### config.mk
export PLATFORM = sky130hd
export DESIGN_NAME = pipe_fetch_queue_flat
export DESIGN_NICKNAME = d
export VERILOG_FILES = /design/src/rtl/pipe_fetch_queue_pkg.sv /design/src/rtl/pipe_fetch_queue_if.sv /design/src/rtl/pipe_fetch_queue_fifo.sv /design/src/rtl/pipe_fetch_queue.sv /design/src/flat_wrapper.sv
export SDC_FILE = /design/constraint.sdc
export NUM_CORES = 1
export LEC_CHECK = 0
export CAP_MARGIN = 0
export CORE_MARGIN = 1
export CORE_UTILIZATION = 35
export CTS_CLUSTER_SIZE = 14
export DETAILED_ROUTE_END_ITERATION = 10
export PLACE_DENSITY = 0.56
export SETUP_SLACK_MARGIN = 0.05
export SYNTH_ARGS = -nofsm -noshare
export SYNTH_HDL_FRONTEND = slang
export SYNTH_SLANG_ARGS = --single-unit
export TNS_END_PERCENT = 1
### constraint.sdc
create_clock -name clk -period 3.8 [get_ports clk]
set_clock_uncertainty 0.1 [all_clocks]
set_input_delay 1.14 -clock clk [delete_from_list [all_inputs] [get_ports clk]]
set_output_delay 1.14 -clock clk [all_outputs]
set_load 0.01 [all_outputs]
### src/rtl/pipe_fetch_queue_pkg.sv
// Shared types and helpers for the prefetching fetch queue.
package pipe_fetch_queue_pkg;

  typedef enum logic [1:0] {
    ST_IDLE       = 2'd0,
    ST_FETCH      = 2'd1,
    ST_MISALIGNED = 2'd2
  } fetch_state_e;

  // Byte distance between consecutive instruction words.
  function automatic int unsigned pc_step(input int unsigned instr_width);
    return instr_width / 8;
  endfunction

  function automatic int unsigned align_mask(input int unsigned instr_width);
    return pc_step(instr_width) - 1;
  endfunction

endpackage

### src/rtl/pipe_fetch_queue_if.sv
// Instruction memory port between the fetch queue and instruction memory.
interface pipe_fetch_queue_if #(
  parameter int unsigned ADDRESS_WIDTH     = 32,
  parameter int unsigned INSTRUCTION_WIDTH = 32
) ();
  logic [ADDRESS_WIDTH-1:0]     fetchAddress;
  logic                         fetchEnable;
  logic                         fetchBusy;
  logic [INSTRUCTION_WIDTH-1:0] fetchData;

  modport master (output fetchAddress, output fetchEnable,
                  input  fetchBusy,    input  fetchData);
  modport slave  (input  fetchAddress, input  fetchEnable,
                  output fetchBusy,    output fetchData);
endinterface

### src/rtl/pipe_fetch_queue_fifo.sv
// Circular-buffer FIFO holding {instruction, pc} entries; flush beats push.
module pipe_fetch_queue_fifo #(
  parameter int unsigned WIDTH = 64,
  parameter int unsigned DEPTH = 4
) (
  input  logic                     clk,
  input  logic                     rst,
  input  logic                     flush,
  input  logic                     push,
  input  logic                     pop,
  input  logic [WIDTH-1:0]         wdata,
  output logic [WIDTH-1:0]         rdata,
  output logic [$clog2(DEPTH):0]   count
);
  localparam int unsigned PTR_W = $clog2(DEPTH);
  localparam int unsigned CNT_W = PTR_W + 1;

  logic [WIDTH-1:0] mem_q [DEPTH];
  logic [PTR_W-1:0] head_q, head_d;
  logic [PTR_W-1:0] tail_q, tail_d;
  logic [CNT_W-1:0] count_q, count_d;
  logic             wr_en;

  always_comb begin
    head_d  = head_q;
    tail_d  = tail_q;
    count_d = count_q;
    wr_en   = 1'b0;
    if (flush) begin
      head_d  = '0;
      tail_d  = '0;
      count_d = '0;
    end else begin
      wr_en = push;
      if (push) tail_d = tail_q + PTR_W'(1);
      if (pop)  head_d = head_q + PTR_W'(1);
      count_d = count_q + CNT_W'(push) - CNT_W'(pop);
    end
  end

  always_ff @(posedge clk) begin
    if (!rst) begin
      head_q  <= '0;
      tail_q  <= '0;
      count_q <= '0;
    end else begin
      head_q  <= head_d;
      tail_q  <= tail_d;
      count_q <= count_d;
    end
    if (wr_en) mem_q[tail_q] <= wdata;
  end

  assign rdata = mem_q[head_q];
  assign count = count_q;

endmodule

### src/rtl/pipe_fetch_queue.sv
// Prefetching fetch stage: runs ahead of decode, buffering up to QUEUE_DEPTH
// {instruction, pc} pairs, with redirect/flush and a sticky misalignment halt.
module pipe_fetch_queue
  import pipe_fetch_queue_pkg::*;
#(
  parameter int unsigned                 ADDRESS_WIDTH         = 32,
  parameter int unsigned                 INSTRUCTION_WIDTH     = 32,
  parameter int unsigned                 QUEUE_DEPTH           = 4,
  parameter logic [ADDRESS_WIDTH-1:0]     PROGRAM_COUNTER_RESET = '0,
  parameter logic [INSTRUCTION_WIDTH-1:0] INVALID_INSTRUCTION   = '1
) (
  input  logic                           clk,
  input  logic                           rst,
  input  logic                           pipeStartup,
  input  logic                           stepPipe,
  input  logic                           pipeStall,
  output logic                           currentPipeStall,
  output logic                           active,
  output logic [INSTRUCTION_WIDTH-1:0]   lastInstruction,
  output logic [ADDRESS_WIDTH-1:0]       lastProgramCounter,
  output logic                           lastValid,
  input  logic                           redirectValid,
  input  logic [ADDRESS_WIDTH-1:0]       redirectAddress,
  output logic                           addressMisaligned,
  output logic [$clog2(QUEUE_DEPTH):0]   occupancy,
  pipe_fetch_queue_if.master             mem
);
  localparam int unsigned CNT_W   = $clog2(QUEUE_DEPTH) + 1;
  localparam int unsigned ENTRY_W = INSTRUCTION_WIDTH + ADDRESS_WIDTH;
  localparam logic [ADDRESS_WIDTH-1:0] PC_STEP    = ADDRESS_WIDTH'(pc_step(INSTRUCTION_WIDTH));
  localparam logic [ADDRESS_WIDTH-1:0] ALIGN_MASK = ADDRESS_WIDTH'(align_mask(INSTRUCTION_WIDTH));

  fetch_state_e                 state_q, state_d;
  logic [ADDRESS_WIDTH-1:0]     fetch_pc_q, fetch_pc_d;
  logic [INSTRUCTION_WIDTH-1:0] last_instr_q, last_instr_d;
  logic [ADDRESS_WIDTH-1:0]     last_pc_q, last_pc_d;
  logic                         last_valid_q, last_valid_d;
  logic                         cur_stall_q, cur_stall_d;
  logic                         misaligned_q, misaligned_d;

  logic [CNT_W-1:0]   fifo_count;
  logic [ENTRY_W-1:0] head_entry;
  logic               pop_req, pop, push, accept, fetch_en, target_misaligned;

  // The pop term in fetch_en is not gated by redirect: a full queue still
  // issues a request alongside a redirect, and the flush discards the word.
  always_comb begin
    pop_req           = stepPipe && !pipeStall && (fifo_count != '0);
    fetch_en          = (state_q == ST_FETCH) &&
                        ((fifo_count < CNT_W'(QUEUE_DEPTH)) || pop_req);
    accept            = fetch_en && !mem.fetchBusy;
    push              = accept && !redirectValid;
    pop               = pop_req && !redirectValid;
    target_misaligned = (redirectAddress & ALIGN_MASK) != '0;
  end

  pipe_fetch_queue_fifo #(
    .WIDTH (ENTRY_W),
    .DEPTH (QUEUE_DEPTH)
  ) u_fifo (
    .clk   (clk),
    .rst   (rst),
    .flush (redirectValid),
    .push  (push),
    .pop   (pop),
    .wdata ({mem.fetchData, fetch_pc_q}),
    .rdata (head_entry),
    .count (fifo_count)
  );

  always_comb begin
    state_d      = state_q;
    fetch_pc_d   = fetch_pc_q;
    last_instr_d = last_instr_q;
    last_pc_d    = last_pc_q;
    last_valid_d = last_valid_q;
    cur_stall_d  = cur_stall_q;
    misaligned_d = misaligned_q;
    if (redirectValid) begin
      fetch_pc_d   = redirectAddress;
      misaligned_d = target_misaligned;
      state_d      = target_misaligned ? ST_MISALIGNED : ST_FETCH;
      if (stepPipe) begin
        last_instr_d = INVALID_INSTRUCTION;
        last_valid_d = 1'b0;
        cur_stall_d  = 1'b1;
      end
    end else begin
      if (accept) fetch_pc_d = fetch_pc_q + PC_STEP;
      if (state_q == ST_IDLE && pipeStartup) state_d = ST_FETCH;
      if (pop) begin
        {last_instr_d, last_pc_d} = head_entry;
        last_valid_d = 1'b1;
        cur_stall_d  = 1'b0;
      end else if (stepPipe) begin
        last_instr_d = INVALID_INSTRUCTION;
        last_valid_d = 1'b0;
        cur_stall_d  = 1'b1;
      end
    end
  end

  always_ff @(posedge clk) begin
    if (!rst) begin
      state_q      <= ST_IDLE;
      fetch_pc_q   <= PROGRAM_COUNTER_RESET;
      last_instr_q <= INVALID_INSTRUCTION;
      last_pc_q    <= PROGRAM_COUNTER_RESET;
      last_valid_q <= 1'b0;
      cur_stall_q  <= 1'b1;
      misaligned_q <= 1'b0;
    end else begin
      state_q      <= state_d;
      fetch_pc_q   <= fetch_pc_d;
      last_instr_q <= last_instr_d;
      last_pc_q    <= last_pc_d;
      last_valid_q <= last_valid_d;
      cur_stall_q  <= cur_stall_d;
      misaligned_q <= misaligned_d;
    end
  end

  assign mem.fetchEnable   = fetch_en;
  assign mem.fetchAddress  = fetch_pc_q;
  assign active            = (state_q == ST_FETCH) && !pipeStall;
  assign lastInstruction   = last_instr_q;
  assign lastProgramCounter = last_pc_q;
  assign lastValid         = last_valid_q;
  assign currentPipeStall  = cur_stall_q;
  assign addressMisaligned = misaligned_q;
  assign occupancy         = fifo_count;

endmodule

### src/flat_wrapper.sv
// flat-port wrapper written by rule: the top's interface ports become plain ports
module pipe_fetch_queue_flat import pipe_fetch_queue_pkg::*;
#(
  parameter int unsigned                 ADDRESS_WIDTH         = 32,
  parameter int unsigned                 INSTRUCTION_WIDTH     = 32,
  parameter int unsigned                 QUEUE_DEPTH           = 4,
  parameter logic [ADDRESS_WIDTH-1:0]     PROGRAM_COUNTER_RESET = '0,
  parameter logic [INSTRUCTION_WIDTH-1:0] INVALID_INSTRUCTION   = '1
)
  (clk, rst, pipeStartup, stepPipe, pipeStall, currentPipeStall, active, lastInstruction, lastProgramCounter, lastValid, redirectValid, redirectAddress, addressMisaligned, occupancy, mem_fetchAddress, mem_fetchEnable, mem_fetchBusy, mem_fetchData);
  pipe_fetch_queue_if #(.ADDRESS_WIDTH(ADDRESS_WIDTH), .INSTRUCTION_WIDTH(INSTRUCTION_WIDTH)) mem_i ();
  input  logic clk;
  input  logic rst;
  input  logic pipeStartup;
  input  logic stepPipe;
  input  logic pipeStall;
  output logic currentPipeStall;
  output logic active;
  output logic [INSTRUCTION_WIDTH-1:0] lastInstruction;
  output logic [ADDRESS_WIDTH-1:0] lastProgramCounter;
  output logic lastValid;
  input  logic redirectValid;
  input  logic [ADDRESS_WIDTH-1:0] redirectAddress;
  output logic addressMisaligned;
  output logic [$clog2(QUEUE_DEPTH):0] occupancy;
  output wire logic [$bits(mem_i.fetchAddress)-1:0] mem_fetchAddress;
  output wire logic [$bits(mem_i.fetchEnable)-1:0] mem_fetchEnable;
  input wire logic [$bits(mem_i.fetchBusy)-1:0] mem_fetchBusy;
  input wire logic [$bits(mem_i.fetchData)-1:0] mem_fetchData;
  assign mem_fetchAddress = mem_i.fetchAddress;
  assign mem_fetchEnable = mem_i.fetchEnable;
  assign mem_i.fetchBusy = mem_fetchBusy;
  assign mem_i.fetchData = mem_fetchData;
  pipe_fetch_queue #(.ADDRESS_WIDTH(ADDRESS_WIDTH), .INSTRUCTION_WIDTH(INSTRUCTION_WIDTH), .QUEUE_DEPTH(QUEUE_DEPTH), .PROGRAM_COUNTER_RESET(PROGRAM_COUNTER_RESET), .INVALID_INSTRUCTION(INVALID_INSTRUCTION)) u_core (.clk(clk), .rst(rst), .pipeStartup(pipeStartup), .stepPipe(stepPipe), .pipeStall(pipeStall), .currentPipeStall(currentPipeStall), .active(active), .lastInstruction(lastInstruction), .lastProgramCounter(lastProgramCounter), .lastValid(lastValid), .redirectValid(redirectValid), .redirectAddress(redirectAddress), .addressMisaligned(addressMisaligned), .occupancy(occupancy), .mem(mem_i));
endmodule
==> impl_summary.txt <==
----------------------------------------------------
[Status]
  Result of the run ... complete, no violations

[STA]
  Period minus WS final ... 3.57 ns
  Max Clock Freq ... 0.280 GHz
  Total count of hold-check failures in the final report ... 0
  Minimum setup slack in the final design ... 0.231 ns
  Headroom to the max-slew limit ... 29.5%
  Final Max Tran Viols ... 0
  Transition time at the pin with the least slew margin ... 1.06 ns
  Setup repair after global routing missed its margin ... no
  Total negative slack for setup checks ... 0 ns
  Final clock period utilization by the worst path ... 93.9%
  Number of setup violations in the final report ... 0

[Setup path]
  Most numerous cell on the critical path ... sky130_fd_sc_hd__clkdlybuf4s50_1
  Worst-path maximum fanout ... 2
  Kind of launch point of the worst setup path ... primary input
  Worst path top cell family by delay ... buffers and inverters
  Largest stage delay, worst path ... 0.54 ns
  Data required time of the critical path ... 2.56 ns
  WP buf/inv ... 3
  Setup Crit Path Kind ... in -> out
  Cell breakdown of the critical path ... clkdlybuf4s50_1 -> buf_4 -> nor2_1 -> clkdlybuf4s50_1
  Setup crit end kind ... output pin
  Slowest stage cell, crit path ... sky130_fd_sc_hd__clkdlybuf4s50_1
  WP data arrival ... 2.33 ns

[Detailed routing]
  Via count ... 7,996
  DRC violations left ... 0
  Drt initial violations ... 445
  Post-DR wirelength/cell ... 20.8 microns
  Drt via density ... 4.96
  Drt first pass iters ... 5
  Wire length after detailed routing ... 33,500 microns
  ANT nets after route ... 0

[Yosys]
  Number of flops mapped to enable cells by yosys ... 256
  Top_reg_cell synth ... sky130_fd_sc_hd__edfxtp_1
  Synthesis-stage register bit count ... 366
  Yosys warns ... 0
  Mapped Cells ... 865
  Syn nets ... 944
  Share of synthesized flip-flops with an asynchronous set or reset ... 0%
  Post-synthesis cell area ... 13,800 sq um
  Mapped Avg Cell Area ... 16.0 sq um
  Synth unique cells ... 49
  Proportion of synthesized chip area in sequential cells ... 71.6%

[Job]
  Number of max-capacitance violations reported ... 0

[Global route]
  Residual overflow from global routing ... 0
  First-pass GRT wire length ... 51,700 microns
  Overall fraction of global-route tracks in use ... 16.9%
  Number of antenna violations at the first check in global routing ... 0
  Vias in the first global route ... 8,402
  Largest net degree at the start of global routing ... 71

[Min path]
  Class of the tightest hold or removal check ... reg -> reg

[Finish]
  Diodes inserted ... 0
  Non-filler cells in the finished layout ... 1,612
  Share of final-layout standard cells stronger than drive strength 1 ... 15.4%
  Layout-stage area growth over the synthesis result ... 27.9%
  Area of combinational cells with multiple inputs ... 3730 sq um
  Area of all sequential standard cells ... 9900 sq um
  Layout Nets ... 1,141
  Fill cell total of the finished layout ... 3,443

[Clock network]
  H-tree depth ... 2
  Skew-Pair Late Insertion Delay ... 0.53 ns
  Clock-pin slew reported for the worst setup and hold paths after clock tree synthesis ... 0.06 ns
  Count of clock tree sinks ... 366
  Clock root buffer ... sky130_fd_sc_hd__clkbuf_16
  Maximum clock insertion buffer count ... 3
  Clock tree from TritonCTS ... built
  Hold buffer count at cts ... 0
  Total clock buffers created by CTS ... 41

[Pwr]
  Total power divided by cell area ... 482 nW/um^2
  VDD IR max ... 234 uV
  Leakage ... 5.70 nW

[Floorplan]
  Die width ... 201 microns
  Row cnt ... 72
  Num ports ... 175
  Floorplan die area ... 40,300 sq um
  Core Footprint ... 38,800 sq um
  Die H ... 201 microns
  Initial Utilization ... 35.6%

[Placed design]
  Final RePlAce weighted congestion ... 0.757
  Cells after DPL ... 1,537
  Place WS ... 0.0387 ns
  Count of buffers from port buffering ... 174
  Final HPWL DP ... 20,200 microns

----------------------------------------------------
-- synth_stat cells, types with 2 or more instances --
master | instances | area, sq um
sky130_fd_sc_hd__a21boi_0 | 33 | 248
sky130_fd_sc_hd__a21oi_1 | 16 | 80.1
sky130_fd_sc_hd__a31oi_1 | 4 | 25.0
sky130_fd_sc_hd__and2_1 | 7 | 43.8
sky130_fd_sc_hd__and3_1 | 10 | 62.6
sky130_fd_sc_hd__and4_1 | 2 | 17.5
sky130_fd_sc_hd__buf_1 | 6 | 22.5
sky130_fd_sc_hd__buf_2 | 11 | 55.1
sky130_fd_sc_hd__clkbuf_1 | 30 | 113
sky130_fd_sc_hd__clkinv_1 | 2 | 7.51
sky130_fd_sc_hd__dfxtp_1 | 110 | 2200
sky130_fd_sc_hd__edfxtp_1 | 256 | 7690
sky130_fd_sc_hd__ha_1 | 7 | 87.6
sky130_fd_sc_hd__inv_1 | 8 | 30.0
sky130_fd_sc_hd__mux2i_1 | 4 | 40.0
sky130_fd_sc_hd__mux4_2 | 64 | 1440
sky130_fd_sc_hd__nand2_1 | 115 | 432
sky130_fd_sc_hd__nand2b_1 | 9 | 56.3
sky130_fd_sc_hd__nand3_1 | 14 | 70.1
sky130_fd_sc_hd__nand4_1 | 10 | 62.6
sky130_fd_sc_hd__nor2_1 | 21 | 78.8
sky130_fd_sc_hd__nor2b_1 | 4 | 25.0
sky130_fd_sc_hd__nor3_1 | 3 | 15.0
sky130_fd_sc_hd__o211a_1 | 6 | 60.1
sky130_fd_sc_hd__o211ai_1 | 2 | 15.0
sky130_fd_sc_hd__o21ai_0 | 27 | 135
sky130_fd_sc_hd__o21ai_1 | 2 | 10.0
sky130_fd_sc_hd__o22ai_1 | 32 | 200
sky130_fd_sc_hd__or3_1 | 3 | 18.8
sky130_fd_sc_hd__xnor2_1 | 15 | 131
sky130_fd_sc_hd__xor2_1 | 14 | 123
-- sequential cells by signal, summed over array words and instances, names as in the netlist, named ones only --
name                       cells
u_core.u_fifo.tail_q           2
u_core.state_q                 2
u_core.lastValid               1
u_core.currentPipeStall        1
u_core.lastInstruction        32
u_core.u_fifo.mem_q          256
u_core.mem.fetchAddress       32
u_core.u_fifo.count            3
u_core.addressMisaligned       1
u_core.lastProgramCounter     32
u_core.u_fifo.head_q           2
-- cell usage in the layout (no fill, tap or decap), types with 4 or more instances in the layout --
master,netlist,routed
sky130_fd_sc_hd__buf_4,0,19
sky130_fd_sc_hd__inv_1,8,8
sky130_fd_sc_hd__mux4_2,64,64
sky130_fd_sc_hd__nand3_1,14,14
sky130_fd_sc_hd__nand2_1,115,114
sky130_fd_sc_hd__mux2i_1,4,4
sky130_fd_sc_hd__nand2b_1,9,9
sky130_fd_sc_hd__nand4_1,10,10
sky130_fd_sc_hd__clkdlybuf4s50_1,0,171
sky130_fd_sc_hd__clkbuf_1,30,11
sky130_fd_sc_hd__buf_12,0,9
sky130_fd_sc_hd__ha_1,7,7
sky130_fd_sc_hd__a21oi_1,16,16
sky130_fd_sc_hd__and2_1,7,7
sky130_fd_sc_hd__o21ai_0,27,27
sky130_fd_sc_hd__o211a_1,6,6
sky130_fd_sc_hd__xor2_1,14,14
sky130_fd_sc_hd__clkinv_2,0,7
sky130_fd_sc_hd__dfxtp_1,110,108
sky130_fd_sc_hd__nor2b_1,4,4
sky130_fd_sc_hd__and3_1,10,6
sky130_fd_sc_hd__and3_4,0,4
sky130_fd_sc_hd__xnor2_1,15,15
sky130_fd_sc_hd__o22ai_1,32,32
sky130_fd_sc_hd__a31oi_1,4,4
sky130_fd_sc_hd__clkbuf_16,0,43
sky130_fd_sc_hd__nor2_1,21,21
sky130_fd_sc_hd__clkinv_1,2,6
sky130_fd_sc_hd__a21boi_0,33,33
sky130_fd_sc_hd__edfxtp_1,256,256
-- worst paths after layout --
path,startpoint,endpoint,slack (ns),cells past startpoint
max,pipeStall,active,0.23,4
min reg2reg,u_core.lastProgramCounter[22],u_core.lastProgramCounter[22],0.36,2
min,u_core.lastProgramCounter[22],u_core.lastProgramCounter[22],0.36,2
max reg2reg,u_core.state_q[0],u_core.u_fifo.count[2],1.25,12
-- cell type report --
class,count,area share [%]
sequential,366,56.0
multi-input combinational,442,21.1
timing repair buffer,201,11.6
clock buffer,57,6.55
tap,518,3.67
clock inverter,18,0.857
inverter,10,0.212
-- logic make-up after synthesis --
group / synth area share (%)
AOI/OAI and AO/OA: 6.21
xor gates and xnor gates: 1.84
adders and majority gates: 0.779
buffers and inverters: 1.65
DFF: 71.6
muxes: 10.7
and+or+nand+nor: 7.25
-- metal layers --
layer  vias to the layer above  share of wire, %  GRT usage, %
met5                         -                 0             0
met4                         0               1.4          3.87
met3                        39               4.6          3.18
met2                       205                48          27.9
met1                      4038                46          23.1
li1                       3714                 -             -
-- power by group --
| group | switching, mW | total [mW] | internal, mW |
|---|---|---|---|
| logic | 0.153 | 0.322 | 0.169 |
| clock network | 1.55 | 3.82 | 2.27 |
| registers | 0.0613 | 4.37 | 4.31 |
| total | 1.77 | 8.51 | 6.75 |
-- tightest hold or removal path: stages (launching register included) --
cell and delay, ns:
sky130_fd_sc_hd__dfxtp_1 0.31, sky130_fd_sc_hd__nand2_1 0.05, sky130_fd_sc_hd__a21boi_0 0.06
-- what timing repair did --
| item | 4_1_cts | 5_1_grt |
|---|---|---|
| setup buffers | 0 | 0 |
| gates resized for setup | 0 | 1 |
| setup endpoints to repair | 0 | 1 |
-- through the flow --
stage                     power (mW)  hold WS (ns)  cell area, sq um  util (%)
after floorplan                 4.56         0.380             13800         -
after global placement          4.78         0.356             16400      42.1
after detailed placement        4.78         0.359             16400      42.1
after CTS                       8.63         0.367             17700      45.5
after global routing            8.82         0.390             17700      45.5
final                           8.51         0.364             17700      45.5
(Power assumes the default switching activity.)
